[src/rtl/wishbone_master_if.sv]
// wishbone_master_if
//   Groups the core-side request/response handshake and the Wishbone
//   classic bus signals of wishbone_master. Member names keep the i_/o_
//   direction prefixes as seen from the master.
//   master : modport taken by wishbone_master
//   slave  : modport for the environment (core + Wishbone slave)
//   Core side : i_REQ, i_WE, i_SIZE, i_UNSIGNED, i_ADDR, i_WDATA,
//               o_READY, o_VALID, o_ERR, o_RDATA
//   Bus side  : o_CYC, o_STB, o_WE, o_SEL, o_ADDR, o_DATA, i_DATA, i_ACK
interface wishbone_master_if #(
   parameter int DATA_WIDTH = 32,
   parameter int ADDR_WIDTH = 32
);
   logic                  i_REQ;
   logic                  i_WE;
   logic [1:0]            i_SIZE;
   logic                  i_UNSIGNED;
   logic [ADDR_WIDTH-1:0] i_ADDR;
   logic [DATA_WIDTH-1:0] i_WDATA;
   logic                  o_READY;
   logic                  o_VALID;
   logic                  o_ERR;
   logic [DATA_WIDTH-1:0] o_RDATA;
   logic                  o_CYC;
   logic                  o_STB;
   logic                  o_WE;
   logic [3:0]            o_SEL;
   logic [ADDR_WIDTH-1:0] o_ADDR;
   logic [DATA_WIDTH-1:0] o_DATA;
   logic [DATA_WIDTH-1:0] i_DATA;
   logic                  i_ACK;

   modport master (
      input  i_REQ, i_WE, i_SIZE, i_UNSIGNED, i_ADDR, i_WDATA,
      output o_READY, o_VALID, o_ERR, o_RDATA,
      output o_CYC, o_STB, o_WE, o_SEL, o_ADDR, o_DATA,
      input  i_DATA, i_ACK
   );

   modport slave (
      output i_REQ, i_WE, i_SIZE, i_UNSIGNED, i_ADDR, i_WDATA,
      input  o_READY, o_VALID, o_ERR, o_RDATA,
      input  o_CYC, o_STB, o_WE, o_SEL, o_ADDR, o_DATA,
      output i_DATA, i_ACK
   );
endinterface

[src/rtl/wishbone_master.sv]
// wishbone_master
//   Single-outstanding Wishbone classic master. Turns one core load/store
//   into one bus cycle: byte-lane steering and SEL generation on the way
//   out, lane selection and sign/zero extension on the way back.
//   Misaligned accesses are answered with an error and never reach the bus.
//   Ports:
//     i_CLK  - clock, rising edge
//     i_RST  - asynchronous active-low reset
//     bus    - wishbone_master_if.master (core handshake + Wishbone bus)
//   Optional feature: define WB_TIMEOUT_EN to abort a bus cycle that sees
//   no ACK for TIMEOUT_CYCLES cycles (reported as o_ERR).
module wishbone_master #(
   parameter int DATA_WIDTH     = 32,
   parameter int ADDR_WIDTH     = 32,
   parameter int TIMEOUT_CYCLES = 255
) (
   input logic               i_CLK,
   input logic               i_RST,
   wishbone_master_if.master bus
);
   typedef enum logic [1:0] {IDLE, BUS, RESP} state_t;

   state_t                state, state_nxt;
   logic                  we_q, uns_q;
   logic [1:0]            size_q, lane_q;
   logic                  accept, misaligned, timeout;
   logic [3:0]            sel_c;
   logic [DATA_WIDTH-1:0] wdata_c, rdata_c;
   logic [7:0]            lane_byte;
   logic [15:0]           lane_half;

   assign bus.o_READY = (state == IDLE);
   assign bus.o_VALID = (state == RESP);
   assign accept      = bus.i_REQ & bus.o_READY;
   // size 11 is a word, so size[1] covers both word encodings
   assign misaligned  = ((bus.i_SIZE == 2'b01) & bus.i_ADDR[0]) |
                        (bus.i_SIZE[1] & (|bus.i_ADDR[1:0]));

   // Outbound steering: replicate narrow data on every lane, SEL picks one
   always_comb begin
      sel_c   = 4'b1111;
      wdata_c = bus.i_WDATA;
      case (bus.i_SIZE)
         2'b00: begin
            sel_c   = 4'b0001 << bus.i_ADDR[1:0];
            wdata_c = {4{bus.i_WDATA[7:0]}};
         end
         2'b01: begin
            sel_c   = bus.i_ADDR[1] ? 4'b1100 : 4'b0011;
            wdata_c = {2{bus.i_WDATA[15:0]}};
         end
         default: ;
      endcase
   end

   // Inbound: pick the lane from the latched offset, then extend
   always_comb begin
      lane_byte = bus.i_DATA[{lane_q, 3'b000} +: 8];
      lane_half = lane_q[1] ? bus.i_DATA[31:16] : bus.i_DATA[15:0];
      case (size_q)
         2'b00:   rdata_c = uns_q ? {24'b0, lane_byte} : {{24{lane_byte[7]}}, lane_byte};
         2'b01:   rdata_c = uns_q ? {16'b0, lane_half} : {{16{lane_half[15]}}, lane_half};
         default: rdata_c = bus.i_DATA;
      endcase
   end

`ifdef WB_TIMEOUT_EN
   logic [7:0] tmo_cnt;

   // Held at zero outside BUS, so every bus cycle starts counting from 0
   always_ff @(posedge i_CLK or negedge i_RST) begin
      if (!i_RST)              tmo_cnt <= '0;
      else if (state != BUS)   tmo_cnt <= '0;
      else if (!bus.i_ACK)     tmo_cnt <= tmo_cnt + 8'd1;
   end

   // Fires on the edge that ends the TIMEOUT_CYCLES-th ACK-less BUS cycle
   assign timeout = (state == BUS) && (tmo_cnt == 8'(TIMEOUT_CYCLES - 1));
`else
   assign timeout = 1'b0;
`endif

   always_ff @(posedge i_CLK or negedge i_RST) begin
      if (!i_RST) state <= IDLE;
      else        state <= state_nxt;
   end

   always_comb begin
      state_nxt = state;
      case (state)
         IDLE:    if (accept) state_nxt = misaligned ? RESP : BUS;
         BUS:     if (bus.i_ACK || timeout) state_nxt = RESP;
         RESP:    state_nxt = IDLE;
         default: state_nxt = IDLE;
      endcase
   end

   always_ff @(posedge i_CLK or negedge i_RST) begin
      if (!i_RST) begin
         we_q        <= 1'b0;
         uns_q       <= 1'b0;
         size_q      <= 2'b00;
         lane_q      <= 2'b00;
         bus.o_ERR   <= 1'b0;
         bus.o_RDATA <= '0;
         bus.o_CYC   <= 1'b0;
         bus.o_STB   <= 1'b0;
         bus.o_WE    <= 1'b0;
         bus.o_SEL   <= 4'b0000;
         bus.o_ADDR  <= '0;
         bus.o_DATA  <= '0;
      end else begin
         case (state)
            IDLE: if (accept) begin
               we_q        <= bus.i_WE;
               uns_q       <= bus.i_UNSIGNED;
               size_q      <= bus.i_SIZE;
               lane_q      <= bus.i_ADDR[1:0];
               bus.o_RDATA <= '0;
               bus.o_ERR   <= misaligned;
               if (!misaligned) begin
                  bus.o_CYC  <= 1'b1;
                  bus.o_STB  <= 1'b1;
                  bus.o_WE   <= bus.i_WE;
                  bus.o_SEL  <= sel_c;
                  bus.o_ADDR <= {bus.i_ADDR[ADDR_WIDTH-1:2], 2'b00};
                  bus.o_DATA <= bus.i_WE ? wdata_c : '0;
               end
            end
            BUS: if (bus.i_ACK || timeout) begin
               // ACK takes priority over a simultaneous timeout
               bus.o_CYC   <= 1'b0;
               bus.o_STB   <= 1'b0;
               bus.o_WE    <= 1'b0;
               bus.o_SEL   <= 4'b0000;
               bus.o_DATA  <= '0;
               bus.o_ERR   <= !bus.i_ACK;
               bus.o_RDATA <= (bus.i_ACK && !we_q) ? rdata_c : '0;
            end
            RESP: bus.o_ERR <= 1'b0;
            default: ;
         endcase
      end
   end
endmodule

[src/flat_wrapper.sv]
// flat-port wrapper written by rule: the top's interface ports become plain ports
module wishbone_master_flat 
#(
   parameter int DATA_WIDTH     = 32,
   parameter int ADDR_WIDTH     = 32,
   parameter int TIMEOUT_CYCLES = 255
)
  (i_CLK, i_RST, bus_i_REQ, bus_i_WE, bus_i_SIZE, bus_i_UNSIGNED, bus_i_ADDR, bus_i_WDATA, bus_o_READY, bus_o_VALID, bus_o_ERR, bus_o_RDATA, bus_o_CYC, bus_o_STB, bus_o_WE, bus_o_SEL, bus_o_ADDR, bus_o_DATA, bus_i_DATA, bus_i_ACK);
  wishbone_master_if #(.DATA_WIDTH(DATA_WIDTH), .ADDR_WIDTH(ADDR_WIDTH)) bus_i ();
  input logic i_CLK;
  input logic i_RST;
  input wire logic [$bits(bus_i.i_REQ)-1:0] bus_i_REQ;
  input wire logic [$bits(bus_i.i_WE)-1:0] bus_i_WE;
  input wire logic [$bits(bus_i.i_SIZE)-1:0] bus_i_SIZE;
  input wire logic [$bits(bus_i.i_UNSIGNED)-1:0] bus_i_UNSIGNED;
  input wire logic [$bits(bus_i.i_ADDR)-1:0] bus_i_ADDR;
  input wire logic [$bits(bus_i.i_WDATA)-1:0] bus_i_WDATA;
  output wire logic [$bits(bus_i.o_READY)-1:0] bus_o_READY;
  output wire logic [$bits(bus_i.o_VALID)-1:0] bus_o_VALID;
  output wire logic [$bits(bus_i.o_ERR)-1:0] bus_o_ERR;
  output wire logic [$bits(bus_i.o_RDATA)-1:0] bus_o_RDATA;
  output wire logic [$bits(bus_i.o_CYC)-1:0] bus_o_CYC;
  output wire logic [$bits(bus_i.o_STB)-1:0] bus_o_STB;
  output wire logic [$bits(bus_i.o_WE)-1:0] bus_o_WE;
  output wire logic [$bits(bus_i.o_SEL)-1:0] bus_o_SEL;
  output wire logic [$bits(bus_i.o_ADDR)-1:0] bus_o_ADDR;
  output wire logic [$bits(bus_i.o_DATA)-1:0] bus_o_DATA;
  input wire logic [$bits(bus_i.i_DATA)-1:0] bus_i_DATA;
  input wire logic [$bits(bus_i.i_ACK)-1:0] bus_i_ACK;
  assign bus_i.i_REQ = bus_i_REQ;
  assign bus_i.i_WE = bus_i_WE;
  assign bus_i.i_SIZE = bus_i_SIZE;
  assign bus_i.i_UNSIGNED = bus_i_UNSIGNED;
  assign bus_i.i_ADDR = bus_i_ADDR;
  assign bus_i.i_WDATA = bus_i_WDATA;
  assign bus_o_READY = bus_i.o_READY;
  assign bus_o_VALID = bus_i.o_VALID;
  assign bus_o_ERR = bus_i.o_ERR;
  assign bus_o_RDATA = bus_i.o_RDATA;
  assign bus_o_CYC = bus_i.o_CYC;
  assign bus_o_STB = bus_i.o_STB;
  assign bus_o_WE = bus_i.o_WE;
  assign bus_o_SEL = bus_i.o_SEL;
  assign bus_o_ADDR = bus_i.o_ADDR;
  assign bus_o_DATA = bus_i.o_DATA;
  assign bus_i.i_DATA = bus_i_DATA;
  assign bus_i.i_ACK = bus_i_ACK;
  wishbone_master #(.DATA_WIDTH(DATA_WIDTH), .ADDR_WIDTH(ADDR_WIDTH), .TIMEOUT_CYCLES(TIMEOUT_CYCLES)) u_core (.i_CLK(i_CLK), .i_RST(i_RST), .bus(bus_i));
endmodule
[config.mk]
export PLATFORM = sky130hd
export DESIGN_NAME = wishbone_master_flat
export DESIGN_NICKNAME = d
export VERILOG_FILES = /design/src/rtl/wishbone_master_if.sv /design/src/rtl/wishbone_master.sv /design/src/flat_wrapper.sv
export SDC_FILE = /design/constraint.sdc
export NUM_CORES = 1
export LEC_CHECK = 0
export BUFFER_PORTS_ARGS = -buffer_cell sky130_fd_sc_hd__clkbuf_2
export CAP_MARGIN = 40
export CORE_UTILIZATION = 40
export CTS_CLUSTER_SIZE = 20
export DETAILED_ROUTE_END_ITERATION = 6
export PLACE_DENSITY = 0.68
export SLEW_MARGIN = 0
export SYNTH_ARGS = -nofsm -noshare
export SYNTH_HDL_FRONTEND = slang
export SYNTH_SLANG_ARGS = --single-unit
[constraint.sdc]
create_clock -name i_CLK -period 2.5 [get_ports i_CLK]
set_input_delay 0.125 -clock i_CLK [delete_from_list [all_inputs] [get_ports i_CLK]]
set_output_delay 0.125 -clock i_CLK [all_outputs]
set_load 0.01 [all_outputs]
Word level (Yosys, flattened, before mapping):

Cells that the tools add are included.
W data, S select, Z words.

* bits in registers: 109
* input port bits: 104
* output and inout port bits: 106

* equality and inequality tests: 7
* shifts and indexed selects: 2
* muxes and demuxes: 34
* bitwise logic cells: 5
* reduce and logical (&&, ||, !) cells: 15

Operators with widths (count)
* $mux W32: 9
* $pmux W32 S2: 4
* $shiftx A32 B6 Y8: 1
* $mux W16: 1
* $mux W4: 4
* $pmux W4 S2: 2
* $reduce_and A3 Y1: 3
* $mux W1: 7
* $eq A2 B1 Y1 const B: 3
* $logic_not A2 Y1: 3
* $mux W2: 3
* $ne A2 B2 Y1 const B: 3
* $pmux W1 S2: 2
* $pmux W2 S2: 1
* $reduce_and A2 Y1: 2
* $reduce_and A4 Y1: 1
* $shl A1 B2 Y4 const A: 1
* $and A1 B1 Y1: 3
* $pmux W1 S3: 1
* $reduce_bool A3 Y1: 1
* $eq A2 B2 Y1 const B: 1
* $logic_not A1 Y1: 2
* $reduce_bool A2 Y1: 1
* $reduce_or A2 Y1: 1
* other kinds (3): 3

Longest topological paths before layout:

Gate-level depths: netlist of the first run.

* depth in word-level cells: 6
* depth in mapped cells: 9
* gate-level depth less buffers: 6

Worst setup path after synthesis of the first run:

No wires, ideal clock.

* path type: register -> register
* from: register u_core.state[0]
* to: register u_core.bus.o_RDATA[16]
* library setup time: 126 ps
* arrival time: 1873 ps
* required time: 2374 ps
* path slack: 501 ps
* cell stages (with the launch flop): 10
* period minus slack after synthesis: 1999 ps
* cell sequence: dfrtp_1 -> inv_1 -> ha_1 -> nand2b_4 -> and4b_1 -> buf_6 -> and2_4 -> buf_6 -> buf_6 -> a221o_1

* cells in the longest elaborated chain, start to end: 4
* elaborated cells between the ends (all ways): 8

Ends and longest elaborated chain
* from (decl): RTL line wishbone_master.sv:23 `state_t state, state_nxt;`
* from (signal assigned): RTL line wishbone_master.sv:85 `else state <= state_nxt;`
* $logic_not A2 Y1 (*): RTL line wishbone_master.sv:32 `assign bus.o_READY = (state == IDLE);`
* net bus_o_READY: RTL line flat_wrapper.sv:18 `output wire logic [$bits(bus_i.o_READY)-1:0] bus_o_READY;`
* $and A1 B1 Y1: RTL line wishbone_master.sv:34 `assign accept = bus.i_REQ & bus.o_READY;`
* $ne A2 B2 Y1 (no line)
* $reduce_and A3 Y1 (no line)
* to (signal assigned): RTL line wishbone_master.sv:138 `bus.o_RDATA <= (bus.i_ACK && !we_q) ? rdata_c : '0;`
* to (decl): RTL line wishbone_master_if.sv:35 `output o_READY, o_VALID, o_ERR, o_RDATA,`

Mark *: on every way through the listed nets, which the timed path passes. The rest lies on a longest branch.
A chain may end at the register's enable or synchronous reset.

Worst setup path after layout of the first run:

* from: register u_core.state[0]
* to: register u_core.bus.o_ADDR[9]

* cells in the longest elaborated chain, start to end: 3

Ends and longest elaborated chain
* $logic_not A2 Y1 (*): RTL line wishbone_master.sv:32, wishbone_master.sv:113
* $and A1 B1 Y1: RTL line wishbone_master.sv:34
* $reduce_and A3 Y1 (no line) (*)
* to (signal assigned): RTL line wishbone_master.sv:126 `bus.o_ADDR <= {bus.i_ADDR[ADDR_WIDTH-1:2], 2'b00};`
* to (decl): RTL line wishbone_master_if.sv:36 `output o_CYC, o_STB, o_WE, o_SEL, o_ADDR, o_DATA,`

Every way passes the cells marked *; elsewhere a longest branch is shown, timed or not.

==> results of run 1 <==
final timing paths:
path,to,slack (ns)
max,u_core.bus.o_ADDR[9],0.29
max in group asynchronous,u_core.bus.o_ADDR[4],1.44
max reg2reg,u_core.bus.o_ADDR[9],0.29
min,u_core.bus.o_ADDR[5],0.01
min reg2reg,u_core.bus.o_ADDR[24],0.49
min in group asynchronous,u_core.bus.o_ADDR[20],0.29
kinds of logic after synthesis:
| logic type | after synthesis |
|---|---|
| AO/OA/AOI/OAI | 114 |
| adder cells (fa/ha/maj) | 3 |
| multiplexers | 82 |
| AND/OR/NAND/NOR | 69 |
| buffers and inverters | 39 |
| flip-flops | 109 |
| other | 1 |
routing by layer:
| metal | vias up | wire [um] | GRT usage [%] |
|---|---|---|---|
| met5 | - | 0 | 0 |
| met4 | 0 | 232 | 6.92 |
| met3 | 15 | 868 | 5.33 |
| met2 | 164 | 6500 | 33.1 |
| met1 | 2152 | 6300 | 28.4 |
| li1 | 2007 | - | - |
Yosys cell counts, types with 2 or more instances:
master	number
a21o_1	3
a21oi_1	9
a21oi_2	2
a221o_1	17
a222oi_1	7
a22o_1	24
a32o_1	7
buf_1	2
buf_2	11
buf_4	6
buf_6	4
clkbuf_1	10
dfrtp_1	109
ha_1	3
inv_1	6
mux2_1	23
mux2_2	27
mux2i_1	32
nand2_1	29
nand2b_1	12
nor2_1	5
nor2b_1	9
o21ai_0	22
o2bb2ai_1	15
state kept, by name, summed over array words and instances, names as in the netlist:
signal              count
u_core.bus.o_WE         1
u_core.we_q             1
u_core.bus.o_ERR        1
u_core.bus.o_ADDR      30
u_core.bus.o_CYC        1
u_core.uns_q            1
u_core.state            2
u_core.size_q           2
u_core.lane_q           2
u_core.bus.o_SEL        4
u_core.bus.o_RDATA     32
u_core.bus.o_DATA      32
report_power, final:
group          internal, W  switching (W)
Sequential         0.00247       0.000472
Combinational      0.00154        0.00180
Clock             0.000794       0.000686
final cells by class:
cell class	count	area [um2]	area share, %
multi-input cells	270	2240	32.3
flip-flops and latches	109	2730	39.3
repair buffers	246	1430	20.6
clock inverters	7	81.3	1.17
clock buffers	9	225	3.24
inverters	6	22.5	0.324
well taps	172	215	3.10
metrics by stage:
stage | util (%) | instance area (um2) | hold slack [ns]
floorplan | - | 5180 | -0.171
global placement | 50.6 | 6380 | 0.127
detailed placement | 50.6 | 6390 | 0.123
CTS | 55.0 | 6950 | 0.000651
global route | 55.0 | 6950 | 0.00791
finish | 55.0 | 6950 | 0.0125
timing repair:
action / CTS / global route
endpoints found under the hold margin: 60 / 0
hold buffers: 25 / 0
buffers inserted: 0 / 0
==> metrics.md, run 1 <==
| Metric | Value |
|---|---|
| Via count | `4338` |
| Power Total | `0.00776 W` |
| Worst Hold Depth | `2` |
| Crit path largest cell delay | `0.48 ns` |
| Via density per instance | `5.30` |
| Die height | `~120 um` |
| Mapped Cells | `417` |
| Core Rows | `41` |
| Clk root buf | `clkbuf_16` |
| Synth warn | `0` |
| Main combinational cell family by area after synthesis | `compound AO/OA/AOI/OAI gates` |
| GR Overflow Total | `0` |
| Period Utilization, post-route | `88.4%` |
| CTS tree | `yes` |
| CP Cell Sequence | `inv_1 -> ha_1 -> nand2_2 -> or2_1 -> buf_12 -> mux2_1` |
| Synth Flop Type | `dfrtp_1` |
| Critical path origin | `u_core.state[0]` |
| Slew margin rel. | `between 40% and 50%` |
| Number of global-route vias before repair | `4198` |
| Synth Area in Compound Gates | `around 18%` |
| Setup_tns | `0 ns` |
| Synth Area in Adders | `less than 1%` |
| Area growth, synth to finish | `34.1%` |
| Actual slew at the worst max-slew pin | `around 0.86 ns` |
| Cell Count, Final, Fillers Out | `roughly 820` |
| Commonest cells after routing, fill and taps aside | `206 x clkbuf_2, 109 x dfrtp_1, 32 x mux2i_1` |
| Sequential share of the synthesized area | `52.7%` |
| Total global-route track usage | `a little over a fifth` |
| DR WL/cell | `approximately 17 um` |
| CP delay by family, top | `simple AND/OR/NAND/NOR gates` |
| Drt first-iter violations | `between 300 and 400` |
| Post-DRT Antenna Nets | `0` |
| DP HPWL | `roughly 10 mm` |
| Ys async rst share | `between 90% and 100%` |
| LEAKAGE | `between 3 and 4 nW` |
| Skew final | `about 0.0095 ns` |
| Tmin final | `2.21 ns` |
| First-pass iteration count of the detailed router | `5` |
| Synthesized flop and latch total | `about 110` |
| Post-route DRC | `0` |
| Initial Utilization | `about two fifths` |
| First-pass GRT wire length | `approximately 22 mm` |
| Run status | `completed` |
| Crit. End Element | `flop` |
| Fmax | `452 MHz` |
| Critical path arrival | `2.44 ns` |
| Initial antenna violation count | `0` |
| Die Footprint | `13400 um2` |
| Die Wd | `approximately 120 um` |
| Post-synthesis simple-gate area fraction | `~7.5%` |
| Final Setup Violations | `0` |
| GPL Wtd Cong | `0.872` |
| Clock buffer depth | `2` |
| Worst min path class | `in2reg` |
| Post-synth EDFFs | `0` |
| Core region area | `12600 um2` |
| Clock sink count | `109` |
| Mux contribution to synthesized area | `17.1%` |
| Setup slack at placement | `around 0.3 ns` |
| Hold_sp | `bus_i_ADDR[5]` |
| Nets | `749` |
| Top-area cell type share of the netlist area | `a little over half` |
| Reg2reg path depth | `6` |
| Final WL | `between 10 and 15 mm` |
| H-tree levels | `3` |
| Synth cell types | `47` |
| Critical path depth | `6` |
| CP startpoint kind | `flop` |
| Post-synth top area cell | `dfrtp_1` |
| Final setup margin | `slightly below 0.3 ns` |
| PD cells | `1120 nW/um2` |
| Critical path type | `reg2reg` |
| Antenna cell count | `0` |
| Worst VDD drop | `0.471 mV` |
| Synth top area cells | `dfrtp_1 53%, mux2i_1 6.2%, mux2_2 5.9%, mux2_1 5.0%, a22o_1 4.1%` |
| Max Slew Vio Count | `0` |
| CP bufs+invs | `2` |
| Layout cells sized above 1 | `42.7%` |
| Clk slew on worst S/H paths | `about 0.080 ns` |
| Final Hold Viols | `0` |
| Slowest cell on the critical path | `or2_1` |
| Worst reg2reg path startpoint | `u_core.state[0]` |
| Commonest non-fill, non-tap cell in the layout | `clkbuf_2` |
| Syn Area/Cell | `~12 um2` |
| Pin count of the biggest net entering global routing | `between 40 and 50` |
| Crit-path max FO | `20` |
| Fillcell total | `1144` |
| Ports | `210` |
| Port bufs | `~210` |
| WP data required | `2.73 ns` |
| RSZ-0062 raised after global routing | `no` |
| Post-Syn Area | `between 5000 and 6000 um2` |
| Cts repair resizes | `0` |
| Worst-skew pair later-pin latency | `around 0.35 ns` |
| Num CTS Buffers | `9` |
| Max_cap viols | `0` |
| Xor/xnor share of the synthesized area | `0%` |
| Placed cell count | `slightly below 800` |
Power figures use the tool's default switching activity.
==> run 2, diff against run 1 <==
--- a/config.mk
+++ b/config.mk
@@ -7,10 +7,10 @@
 export LEC_CHECK = 0
 export BUFFER_PORTS_ARGS = -buffer_cell sky130_fd_sc_hd__clkbuf_2
 export CAP_MARGIN = 40
-export CORE_UTILIZATION = 40
+export CORE_UTILIZATION = 49
 export CTS_CLUSTER_SIZE = 20
 export DETAILED_ROUTE_END_ITERATION = 6
-export PLACE_DENSITY = 0.68
+export PLACE_DENSITY = 0.81
 export SLEW_MARGIN = 0
 export SYNTH_ARGS = -nofsm -noshare
 export SYNTH_HDL_FRONTEND = slang
==> metrics.md, run 2 (synthesized netlist as in run 1, its figures left out) <==
| Metric | Value |
|---|---|
| CTS tree | `yes` |
| Slew margin rel. | `45.1% (+2.8 points)` |
| H-tree levels | `3 (unchanged)` |
| Skew final | `0.00987 ns (+0.000364 ns)` |
| Violated checks | `design-rule violations` |
| Core region area | `10300 um2 (-19%)` |
| Capture instance of the worst register-to-register path | `u_core.bus.o_ADDR[8]` |
| Initial antenna violation count | `0 (unchanged)` |
| Core Rows | `37 (-9.8%)` |
| R2R setup slack | `0.32 ns (+0.03 ns)` |
| Reg2reg path depth | `7 (+1)` |
| Final Hold Viols | `0 (unchanged)` |
| Die Footprint | `11000 um2 (-18%)` |
| Tmin final | `2.18 ns (-0.0329 ns)` |
| Core Util, Final | `66.7% (+12 points)` |
| Worst min path class | `in2reg` |
| First-pass GRT wire length | `23.2 mm (+7.2%)` |
| Post-route DRC | `7 (+7)` |
| Fmax | `459 MHz (+1.5%)` |
| Max Slew Vio Count | `0 (unchanged)` |
| Clock sink count | `109 (unchanged)` |
| Via count | `4495 (+3.6%)` |
| PD cells | `1070 nW/um2 (-4.3%)` |
| Number of global-route vias before repair | `4552 (+8.4%)` |
| Fillcell total | `769 (-33%)` |
| GR Overflow Total | `0 (unchanged)` |
| WP data required | `2.75 ns (+0.02 ns)` |
| Die height | `105 um (-9.5%)` |
| DP HPWL | `9.97 mm (-0.25%)` |
| Clock buffer depth | `2 (unchanged)` |
| Critical path type | `reg2reg` |
| Worst-skew pair later-pin latency | `0.37 ns (+0.02 ns)` |
| Critical path origin | `u_core.state[0]` |
| Antenna cell count | `0 (unchanged)` |
| Worst VDD drop | `0.590 mV (+25%)` |
| Nets | `759 (+1.3%)` |
| Port bufs | `207 (unchanged)` |
| Commonest non-fill, non-tap cell in the layout | `clkbuf_2` |
| Critical Path Sink | `u_core.bus.o_ADDR[8]` |
| Final Setup Violations | `0 (unchanged)` |
| Ports | `210 (unchanged)` |
| LEAKAGE | `3.50 nW (-0.56%)` |
| Pin count of the biggest net entering global routing | `60 (+40%)` |
| Multi-input logic area | `2240 um2 (unchanged)` |
| CP startpoint kind | `flop` |
| Via density per instance | `5.67 (+7.0%)` |
| Setup_tns | `0 ns (unchanged)` |
| GPL Wtd Cong | `0.932 (+6.9%)` |
| First-pass iteration count of the detailed router | `7 (+2)` |
| Actual slew at the worst max-slew pin | `0.823 ns (-0.0385 ns)` |
| Clk root buf | `clkbuf_8` |
| Worst reg2reg path startpoint | `u_core.state[0]` |
| Max_cap viols | `0 (unchanged)` |
| Run status | `finished, violations left` |
| Initial Utilization | `50.4% (+9.4 points)` |
| Period Utilization, post-route | `87.1% (-1.3 points)` |
| Area growth, synth to finish | `32.3%` |
| DR WL/cell | `18.0 um (+6.1%)` |
| Crit-path max FO | `30 (+50%)` |
| Commonest cells after routing, fill and taps aside | `206 x clkbuf_2, 109 x dfrtp_1, 34 x dlygate4sd3_1` |
| Crit. End Element | `flop` |
| Critical path arrival | `2.43 ns (about the same)` |
| Largest regs | `u_core.bus.o_DATA x32, u_core.bus.o_RDATA x32, u_core.bus.o_ADDR x30` |
| Post-DRT Antenna Nets | `0 (unchanged)` |
| Drt first-iter violations | `303 (-0.98%)` |
| Num CTS Buffers | `9 (unchanged)` |
| Die Wd | `105 um (-9.5%)` |
| Sequential Area | `2730 um2 (unchanged)` |
| Cts repair resizes | `0 (unchanged)` |
| Clk slew on worst S/H paths | `0.11 ns (+0.03 ns)` |
| Layout cells sized above 1 | `42.2% (-0.50 points)` |
| RSZ-0062 raised after global routing | `no` |
| Final WL | `14.3 mm (+2.7%)` |
| Total global-route track usage | `26.9% (+5.8 points)` |
==> run 2: cell types whose count changed in the layout (fill, tap and decap cells not counted), sizes merged <==
| cell | before | now |
|---|---|---|
| buf | 15 | 16 |
| bufinv | 1 | 0 |
| clkinvlp | 2 | 1 |
| dlygate4sd3 | 25 | 34 |
| inv | 9 | 11 |
==> run 2: stage by stage <==
step | setup slack, ns | hold slack, ns | instances | instance area, um2 | total power (W)
2_1_floorplan | 0.501 | -0.171 | 418 | 5180 | 0.00498
3_3_place_gp | 0.458 | -0.0273 | 742 | 6320 | 0.00611
3_5_place_dp | 0.352 | -0.0301 | 743 | 6330 | 0.00627
4_1_cts | 0.327 | 0.00460 | 793 | 6850 | 0.00734
5_1_grt | 0.192 | 0.0214 | 793 | 6850 | 0.00778
6_report | 0.322 | 0.0231 | 793 | 6850 | 0.00732
==> run 2: layout make-up <==
type                    instances  share of cell area (%)
inverters                       6                   0.329
multi-input cells             270                    32.7
repair buffers                256                    22.0
flip-flops and latches        109                    39.8
clock inverters                 7                   0.895
well taps                     136                    2.48
clock buffers                   9                    1.81
==> run 2: layer usage <==
metal  global-route usage (%)  vias to the layer above  wire length (um)
li1                         -                     2036                 -
met1                     33.5                     2192              5800
met2                     45.7                      232              7070
met3                     4.80                       35               985
met4                     11.9                        0               429
met5                        0                        -                 0
==> run 2: worst max-delay path, stage by stage (launching register included) <==
cell     delay (ns)
dfrtp_1        0.41
inv_1          0.11
ha_1           0.27
buf_4          0.22
nand2_2        0.14
or2_1          0.25
buf_4          0.25
mux2_1         0.39
==> run 2: report_power, final <==
group	switching (W)	internal (W)	total, W
logic	0.00183	0.00153	0.00336
clock network	0.000626	0.000386	0.00101
registers	0.000490	0.00246	0.00295
total	0.00294	0.00438	0.00732
==> run 2: worst min path at each step <==
stage	start	slack, ns	end	cells after the start
CTS	bus_i_DATA[19]	0.005	u_core.bus.o_RDATA[19]	2
floorplan	i_RST	-0.17	u_core.bus.o_ADDR[10]	0
detailed placement	i_RST	-0.03	u_core.bus.o_ADDR[18]	1
finish	bus_i_WDATA[5]	0.02	u_core.bus.o_DATA[5]	2
global placement	i_RST	-0.03	u_core.bus.o_ADDR[18]	1
global route	bus_i_DATA[19]	0.02	u_core.bus.o_RDATA[19]	2
==> run 2: what timing repair did <==
action / 4_1_cts / 5_1_grt
hold endpoints to repair: 142 / 0
buffers inserted: 0 / 0
hold buffers: 34 / 0
==> run 3, diff against run 2 <==
--- a/config.mk
+++ b/config.mk
@@ -10,7 +10,7 @@
 export CORE_UTILIZATION = 49
 export CTS_CLUSTER_SIZE = 20
 export DETAILED_ROUTE_END_ITERATION = 6
-export PLACE_DENSITY = 0.81
+export PLACE_DENSITY = 0.9
 export SLEW_MARGIN = 0
 export SYNTH_ARGS = -nofsm -noshare
 export SYNTH_HDL_FRONTEND = slang
==> metrics.md, run 3 (synthesized netlist as in run 1, its figures left out) <==
| Metric | Value |
|---|---|
| Tmin final | `2.30 ns (+0.119 ns)` |
| Antenna cell count | `0 (unchanged)` |
| Setup_tns | `0 ns (unchanged)` |
| Core Rows | `37 (unchanged)` |
| Final Setup Violations | `0 (unchanged)` |
| Final instance area | `6790 um2 (-0.84%)` |
| Clock sink count | `109 (unchanged)` |
| DP HPWL | `9.95 mm (-0.22%)` |
| Nets | `752 (-0.92%)` |
| Worst VDD drop | `0.749 mV (+27%)` |
| Die Wd | `105 um (unchanged)` |
| Pin count of the biggest net entering global routing | `53 (-12%)` |
| Ports | `210 (unchanged)` |
| Critical path type | `reg2reg` |
| Die height | `105 um (unchanged)` |
| Via count | `4570 (+1.7%)` |
| H-tree levels | `3 (unchanged)` |
| Hold_sp | `bus_i_ADDR[5]` |
| Die Footprint | `11000 um2 (unchanged)` |
| Actual slew at the worst max-slew pin | `0.850 ns (+0.0266 ns)` |
| Final WL | `14.2 mm (-0.62%)` |
| Capture instance of the worst register-to-register path | `u_core.bus.o_RDATA[28]` |
| Slew margin rel. | `43.1% (-2.0 points)` |
| DR WL/cell | `18.1 um (+0.26%)` |
| Number of global-route vias before repair | `4533 (-0.42%)` |
| Post-route DRC | `0 (-7)` |
| GR Overflow Total | `0 (unchanged)` |
| Clock buffer depth | `2 (unchanged)` |
| Fmax | `435 MHz (-5.2%)` |
| Num CTS Buffers | `9 (unchanged)` |
| GPL Wtd Cong | `0.924 (-0.95%)` |
| Final Hold Viols | `0 (unchanged)` |
| Crit-path max FO | `16 (-47%)` |
| Worst-skew pair later-pin latency | `0.37 ns (about the same)` |
| Placed inst area | `6300 um2 (-0.36%)` |
| Fillcell total | `762 (-0.91%)` |
| WP data required | `2.78 ns (+0.03 ns)` |
| Post-DRT Antenna Nets | `0 (unchanged)` |
| CP startpoint kind | `flop` |
| Met1 Use GR | `33.1% (-0.37 points)` |
| Worst min path class | `in2reg` |
| Core Util, Final | `66.1% (-0.56 points)` |
| Commonest cells after routing, fill and taps aside | `206 x clkbuf_2, 109 x dfrtp_1, 32 x mux2i_1` |
| Slowest cell on the critical path | `nor4b_4` |
| Max_cap viols | `0 (unchanged)` |
| Port bufs | `207 (unchanged)` |
| Initial Utilization | `50.4% (unchanged)` |
| Commonest non-fill, non-tap cell in the layout | `clkbuf_2` |
| Crit path largest cell delay | `0.73 ns (+0.32 ns)` |
| GR Layer Usage met2 | `44.0% (-1.7 points)` |
| Setup slack at placement | `0.298 ns (-0.0536 ns)` |
| Skew final | `0.0118 ns (+0.00194 ns)` |
| CP delay by family, top | `simple AND/OR/NAND/NOR gates` |
| Core region area | `10300 um2 (unchanged)` |
| Final setup margin | `0.203 ns (-0.119 ns)` |
| Layout cells sized above 1 | `42.2% (about the same)` |
| Total global-route track usage | `26.1% (-0.78 points)` |
| Cell Count, Final, Fillers Out | `786 (-0.88%)` |
| Initial antenna violation count | `0 (unchanged)` |
| Critical path arrival | `2.58 ns (+0.15 ns)` |
| Via density per instance | `5.81 (+2.6%)` |
| Period Utilization, post-route | `91.9% (+4.8 points)` |
| Crit. End Element | `flop` |
| Clk root buf | `clkbuf_8` |
| First-pass GRT wire length | `22.9 mm (-1.3%)` |
| Worst reg2reg path startpoint | `u_core.state[1]` |
| CP bufs+invs | `1 (-2)` |
| Largest regs | `u_core.bus.o_DATA x32, u_core.bus.o_RDATA x32, u_core.bus.o_ADDR x30` |
| Worst Hold Depth | `2 (unchanged)` |
| Area growth, synth to finish | `31.2%` |
| PD cells | `1080 nW/um2 (+0.72%)` |
| Drt first-iter violations | `331 (+9.2%)` |
| Post-CTS Setup Inserts | `0 (unchanged)` |
| LEAKAGE | `3.47 nW (-0.83%)` |
| First-pass iteration count of the detailed router | `6 (-1)` |
| R2R setup slack | `0.20 ns (-0.12 ns)` |
| Placed cell count | `740 (-0.40%)` |
| RSZ-0062 raised after global routing | `no` |
| CP Cell Sequence | `inv_1 -> ha_1 -> and4b_1 -> nor4b_4 -> a221o_1` |
| Worst Hold Path EP | `u_core.bus.o_ADDR[5]` |
| Busiest grt layer | `met2` |
| Met3 Use GR | `4.93% (+0.12 points)` |
| Run status | `completed` |
| CTS tree | `yes` |
| Clk slew on worst S/H paths | `0.11 ns (about the same)` |
| Max Slew Vio Count | `0 (unchanged)` |
| Reg2reg path depth | `5 (-2)` |
-- run 3: cell types whose count changed in the layout (fill, tap and decap cells not counted), sizes merged --
cell	change
buf	-3
clkinv	+2
dlygate4sd3	-4
clkinvlp	-1
inv	-2
clkbuf	+1
-- run 3: worst max path at each step --
| stage | startpoint | endpoint | slack [ns] | depth (start not counted) |
|---|---|---|---|---|
| after floorplan | u_core.state[0] | u_core.bus.o_RDATA[16] | 0.50 | 9 |
| after global placement | u_core.state[1] | u_core.bus.o_DATA[3] | 0.39 | 6 |
| after detailed placement | u_core.state[1] | u_core.bus.o_RDATA[24] | 0.30 | 5 |
| after CTS | u_core.state[1] | u_core.bus.o_RDATA[27] | 0.27 | 5 |
| after global routing | u_core.state[1] | u_core.bus.o_RDATA[28] | 0.1 | 5 |
| final | u_core.state[1] | u_core.bus.o_RDATA[28] | 0.20 | 5 |
-- run 3: cell type report --
cell class	count	area, um2	share of cell area, %
multi-input combinational	270	2240	33.0
sequential	109	2730	40.1
tap	136	170	2.50
clock inverter	6	52.6	0.773
clock buffer	10	138	2.03
timing repair buffer	249	1440	21.2
inverter	6	22.5	0.331
-- run 3: per-layer routing --
| layer | share of wire (%) | up-vias |
|---|---|---|
| met5 | 0 | - |
| met2 | 50 | 265 |
| met1 | 40 | 2242 |
| met3 | 8.0 | 38 |
| li1 | - | 2025 |
| met4 | 2.6 | 0 |
-- run 3: stage by stage --
stage,hold WS (ns),power (W)
floorplan,-0.171,0.00498
global placement,0.0841,0.00608
detailed placement,0.100,0.00623
CTS,0.00821,0.00731
global route,0.00914,0.00775
finish,0.0173,0.00731
-- run 3: power breakdown --
group          switching, W  leakage (nW)  internal [W]
logic               0.00180          1.97       0.00151
clock network      0.000631        0.0978      0.000407
registers          0.000506          1.40       0.00246
total               0.00294          3.47       0.00438
-- run 3: repair_timing --
item / in CTS / in global routing
hold buffers: 30 / 0
resized for setup: 0 / 0
endpoints found under the hold margin: 60 / 0
